## src/rtl/zone_alarm_encoder.sv

```systemverilog
// Zone alarm encoder: latches multi-hot zone alarms and offers one 2-bit zone ID at a time.
// Latency: alarm sampled at edge N is pending at N, offered (out_valid) after edge N+1.
// Backpressure: out_zone/out_valid held while out_ready=0; max one dispatch per two clocks.
// Optional feature: define ROUND_ROBIN_EN for rotating-priority selection (default: lowest index wins).
module zone_alarm_encoder #(
    parameter int NZONES = 4,
    parameter int ID_W   = 2,
    parameter int CNT_W  = 8
) (
    input  logic              clk,
    input  logic              rst_n,
    input  logic [NZONES-1:0] alarm_in,
    input  logic              out_ready,
    input  logic              clr_cnt,
    output logic              out_valid,
    output logic [ID_W-1:0]   out_zone,
    output logic [NZONES-1:0] pending,
    output logic [ID_W:0]     pending_cnt,
    output logic              busy,
    output logic [CNT_W-1:0]  dispatch_cnt
);

    typedef enum logic {
        IDLE  = 1'b0,
        OFFER = 1'b1
    } state_t;

    state_t            state_q, state_d;
    logic              out_valid_q, out_valid_d;
    logic [ID_W-1:0]   out_zone_q, out_zone_d;
    logic [NZONES-1:0] pending_q, pending_d;
    logic [CNT_W-1:0]  cnt_q, cnt_d;
    logic [ID_W-1:0]   sel_zone;
    logic [NZONES-1:0] clr_mask;
    logic [ID_W:0]     pcnt;
    logic              hs;

`ifdef ROUND_ROBIN_EN
    logic [ID_W-1:0]   rr_ptr_q, rr_ptr_d;
    logic [ID_W-1:0]   cand;
    logic              found;

    // Rotating priority: first pending zone at or after rr_ptr, wrapping past the top zone.
    always_comb begin
        sel_zone = '0;
        cand     = '0;
        found    = 1'b0;
        for (int k = 0; k < NZONES; k++) begin
            cand = rr_ptr_q + ID_W'(k);
            if (!found && pending_q[cand]) begin
                sel_zone = cand;
                found    = 1'b1;
            end
        end
    end

    // Pointer moves just past the zone that was dispatched, so a held zone cannot starve others.
    always_comb begin
        rr_ptr_d = rr_ptr_q;
        if (hs) begin
            rr_ptr_d = out_zone_q + ID_W'(1);
        end
    end
`else
    // Fixed priority: lowest-index pending zone wins (scan downwards, last hit is lowest).
    always_comb begin
        sel_zone = '0;
        for (int i = NZONES - 1; i >= 0; i--) begin
            if (pending_q[i]) begin
                sel_zone = ID_W'(i);
            end
        end
    end
`endif

    assign hs = (state_q == OFFER) && out_valid_q && out_ready;

    // Offer FSM: load a zone from IDLE, hold it stable in OFFER until the handshake.
    always_comb begin
        state_d     = state_q;
        out_valid_d = out_valid_q;
        out_zone_d  = out_zone_q;
        case (state_q)
            IDLE: begin
                if (|pending_q) begin
                    out_zone_d  = sel_zone;
                    out_valid_d = 1'b1;
                    state_d     = OFFER;
                end
            end
            OFFER: begin
                if (hs) begin
                    out_valid_d = 1'b0;
                    state_d     = IDLE;
                end
            end
            default: begin
                state_d     = IDLE;
                out_valid_d = 1'b0;
            end
        endcase
    end

    // Pending latch: handshake clears the offered zone, a new alarm in the same cycle re-sets it.
    always_comb begin
        clr_mask = '0;
        if (hs) begin
            clr_mask[out_zone_q] = 1'b1;
        end
        pending_d = (pending_q & ~clr_mask) | alarm_in;
    end

    // Dispatch counter: clear has priority over a handshake; saturates instead of wrapping.
    always_comb begin
        cnt_d = cnt_q;
        if (clr_cnt) begin
            cnt_d = '0;
        end else if (hs && (cnt_q != {CNT_W{1'b1}})) begin
            cnt_d = cnt_q + CNT_W'(1);
        end
    end

    // Population count of the pending register.
    always_comb begin
        pcnt = '0;
        for (int i = 0; i < NZONES; i++) begin
            pcnt = pcnt + (ID_W+1)'(pending_q[i]);
        end
    end

    // State registers; asynchronous reset drops out_valid immediately.
    always_ff @(posedge clk or negedge rst_n) begin
        if (!rst_n) begin
            state_q     <= IDLE;
            out_valid_q <= 1'b0;
            out_zone_q  <= '0;
            pending_q   <= '0;
            cnt_q       <= '0;
        end else begin
            state_q     <= state_d;
            out_valid_q <= out_valid_d;
            out_zone_q  <= out_zone_d;
            pending_q   <= pending_d;
            cnt_q       <= cnt_d;
        end
    end

`ifdef ROUND_ROBIN_EN
    // Round-robin pointer register.
    always_ff @(posedge clk or negedge rst_n) begin
        if (!rst_n) begin
            rr_ptr_q <= '0;
        end else begin
            rr_ptr_q <= rr_ptr_d;
        end
    end
`endif

    assign out_valid    = out_valid_q;
    assign out_zone     = out_zone_q;
    assign pending      = pending_q;
    assign pending_cnt  = pcnt;
    assign busy         = |pending_q;
    assign dispatch_cnt = cnt_q;

endmodule

```

## config.mk

```make
export PLATFORM = sky130hd
export DESIGN_NAME = zone_alarm_encoder
export DESIGN_NICKNAME = d
export VERILOG_FILES = /design/src/rtl/zone_alarm_encoder.sv
export SDC_FILE = /design/constraint.sdc
export NUM_CORES = 1
export LEC_CHECK = 0
export BUFFER_PORTS_ARGS = -buffer_cell sky130_fd_sc_hd__buf_4
export CORE_MARGIN = 2
export CORE_UTILIZATION = 48
export CTS_CLUSTER_DIAMETER = 200
export DETAILED_ROUTE_END_ITERATION = 16
export PLACE_DENSITY = 0.76
export SLEW_MARGIN = 15
export SYNTH_ARGS = -nofsm -noshare
export SYNTH_HDL_FRONTEND = slang
export SYNTH_SLANG_ARGS = --single-unit
```

## constraint.sdc

```tcl
create_clock -name clk -period 2.02 [get_ports clk]
set_input_delay 0.101 -clock clk [delete_from_list [all_inputs] [get_ports clk]]
set_output_delay 0.101 -clock clk [all_outputs]
set_load 0.005 [all_outputs]
```

==> out/results.tsv <==
stage	metric	value	unit
run_status	outcome	finished, final reports clean	
timing	WHS	0.0229	ns
timing	final period demand of the worst path	1.96	ns
worst_setup_path	setup slack of the most critical reg-to-reg path	0.53	ns
worst_setup_path	critical path arrival	1.86	ns
synthesis	flip-flop and latch count after synthesis	16	
final_layout	final design area excluding fillers	1160	um2
power_and_ir_drop	switching power share of the total	0.329	
power_and_ir_drop	Psw	0.296	mW
grt	global routing usage on met2	0.378	
grt	pin count of the biggest net entering global routing	17	
cts	clock edge transition at the registers on the reported setup and hold paths	0.09	ns
synthesis	post-synthesis area per instance	9.74	um2
grt	number of global-route vias before repair	709	
cts	master cell of the clock root buffer	clkbuf_4	
timing	total count of hold-check failures in the final report	0	
final_layout	area growth from synthesis to layout	36.9	%
die	core outline area	1690	um2
final_layout	area of the multi-input gates	428	um2
power_and_ir_drop	share of total power in combinational logic	0.352	
die	die height	46.0	um
routing	post-route antenna net violation count	0	
timing	slew at the pin closest to its max-slew limit	0.293	ns
routing	via density per instance	5.65	
final_layout	number of fill cells	133	
grt	antenna violations before repair	0	
grt	global route total overflow	0	
grt	overall global routing resource usage	0.223	
synthesis	proportion of synthesized chip area in sequential cells	0.473	
final_layout	count of nets after finishing	137	
timing	maximum clock frequency	510	MHz
die	initial cell density of the core	0.501	
power_and_ir_drop	sequential share of power	0.462	
final_layout	proportion of layout cells with a drive suffix above 1	0.336	
timing	remaining max-slew budget at the tightest pin	0.802	
grt	first-pass GRT wire length	3.18	mm
synthesis	area of the mapped netlist	847	um2
cts	CTS H-Tree Depth	1	
place	sum of net half-perimeters after detailed placement	1.40	mm
routing	Iter 0 DRT Violations	22	
timing	fin. max-slew vios	0	
final_layout	FF+latch area	400	um2
final_layout	share of the core filled with cells in the final layout	0.687	
worst_setup_path	endpoint class of the critical path	output port	
synthesis	number of distinct library cells after synthesis	29	
cts	number of CTS-inserted buffers	3	
worst_setup_path	maximum fanout along the worst path	4	
power_and_ir_drop	worst voltage drop across the vdd grid	0.606	mV
power_and_ir_drop	power per cell area	777	nW/um2
power_and_ir_drop	overall power	0.901	mW
worst_setup_path	critical path required time	1.92	ns
routing	drt wl/cell	14.5	um
synthesis	Mapped Cells	87	
routing	1st-pass router iterations	4	
cts	maximum buffer depth of the clock tree	2	
worst_setup_path	Critical Path Start Type	flop	
timing	Fin Clk Skew	0.00559	ns
die	floorplan die width	46.0	um
timing	fin crit share	0.971	
synthesis	number of warnings printed during yosys synthesis	0	
power_and_ir_drop	design internal power	0.604	mW
routing	Total Routed Length	2.01	mm
place	count of input and output buffers	26	
timing	setup violation total in the final timing report	0	
grt	grt peak-use layer	met2	
routing	DR vias	785	
timing	Total Negative Setup Slacks	0	ns
run	max capacitance violation total	0	
timing	unrepaired setup endpoints after global routing	false	
power_and_ir_drop	fraction of power consumed by the clock network	0.186	
die	IO Count	27	
place	instance area after placement	1050	um2
die	die footprint	2120	um2
grt	GR met1 Demand/Resource	0.273	
place	Final Wtd Congestion	0.842	
synthesis	number of nets produced by synthesis	100	
die	std cell rows	15	
cts	clock latency reported for the late side of the worst-skew pair	0.29	ns
worst_setup_path	critical path class	reg -> out	
grt	global-route met3 utilization	0.0238	
cts	number of sinks on the clock net	16	
final_layout	final antenna diode count	0	
cts	TritonCTS clock tree	yes	
power_and_ir_drop	leakage power	0.545	nW
hold_path	Hold Crit Class	in -> reg	
routing	detailed-route DRC error count	0	
[timing repair]
item,4_1_cts,5_1_grt
setup endpoints to repair,1,1
setup buffers,2,2
endpoints found under the hold margin,19,0
pin swaps,0,1
resized for setup,1,3
hold buffers,4,0
[registers in the layout (all words and copies together) (netlist names)]
| register | count |
|---|---|
| out_zone | 2 |
| state_q | 1 |
| pending | 4 |
| out_valid | 1 |
| dispatch_cnt | 8 |
[layer usage]
layer	vias up	wire, um
met2	25	1070
met4	0	43
li1	380	-
met5	-	0
met1	376	810
met3	4	89
[worst max-delay path, stage by stage, from the launching register on]
cell     delay, ns
dfrtp_1       0.37
inv_2         0.07
fa_1          0.53
inv_1         0.04
ha_2          0.19
ha_4          0.24
buf_4         0.13
[layout make-up]
type | instances | area share
inverter | 6 | 0.0194
multi-input combinational | 63 | 0.369
tap | 17 | 0.0183
timing repair buffer | 34 | 0.229
sequential | 16 | 0.345
clock buffer | 3 | 0.0194
[metrics by stage]
step,setup slack (ns),cells
floorplan,0.465,87
global placement,0.353,128
detailed placement,0.259,128
CTS,0.0167,137
global route,0.0221,139
finish,0.0589,139
[power by group through the flow]
stage	Clock, mW	Sequential, mW	Combinational, mW
floorplan	0	0.417	0.132
global placement	0	0.421	0.254
detailed placement	0	0.424	0.264
CTS	0.171	0.415	0.288
global route	0.187	0.425	0.352
finish	0.168	0.416	0.317
[synthesized netlist by cell type]
master,number,area (um2)
dfrtp_1,16,400
nand2_1,8,30.0
nor2_1,8,30.0
inv_1,6,22.5
a21oi_1,5,25.0
nand3_1,5,25.0
ha_1,4,50.1
a21o_1,3,22.5
nand2b_1,3,18.8
nor3_1,3,15.0
o21ai_0,3,15.0
a211oi_1,2,15.0
mux2i_1,2,20.0
nand4_1,2,12.5
nor2_2,2,12.5
o21bai_1,2,15.0
a31o_2,1,8.76
a31oi_1,1,6.26
a41o_1,1,10.0
a41oi_2,1,16.3
and3_1,1,6.26
and4_1,1,8.76
buf_1,1,3.75
buf_4,1,7.51
fa_1,1,20.0
nor3b_1,1,7.51
o21ai_1,1,5.00
o41ai_1,1,8.76
xor2_1,1,8.76
[worst paths after layout]
path	startpoint	end	cells past startpoint
setup reg to reg	dispatch_cnt[0]	dispatch_cnt[6]	5
hold / removal	alarm_in[0]	pending[0]	2
max in group asynchronous	rst_n	dispatch_cnt[4]	2
min in group asynchronous	rst_n	pending[0]	2
setup / recovery	pending[0]	pending_cnt[1]	6
hold reg to reg	dispatch_cnt[5]	dispatch_cnt[5]	1
[cell usage in the layout (no fill, tap or decap), types with 2 or more instances in the layout]
cell type and n:
a211oi_1 2, a21o_1 3, a21oi_1 5, buf_4 30, clkbuf_4 3, dfrtp_1 16
dlygate4sd3_1 4, ha_1 2, inv_1 4, inv_2 2, mux2i_1 2, nand2_1 8
nand2b_1 3, nand3_1 5, nand4_1 2, nor2_1 8, nor2_2 2, nor3_1 3
o21ai_0 3, o21bai_1 2
[kinds of logic (layout without fill, tap and decap cells)]
| logic type | Yosys count | count (layout) | synth area share |
|---|---|---|---|
| compound gates | 21 | 21 | 0.174 |
| xor+xnor | 1 | 1 | 0.0103 |
| fa+ha+maj | 5 | 5 | 0.0827 |
| buf+inv | 8 | 43 | 0.0399 |
| flops | 16 | 16 | 0.473 |
| mux | 2 | 2 | 0.0236 |
| simple gates | 34 | 34 | 0.196 |
No activity file was read; power rests on OpenSTA's default activity.
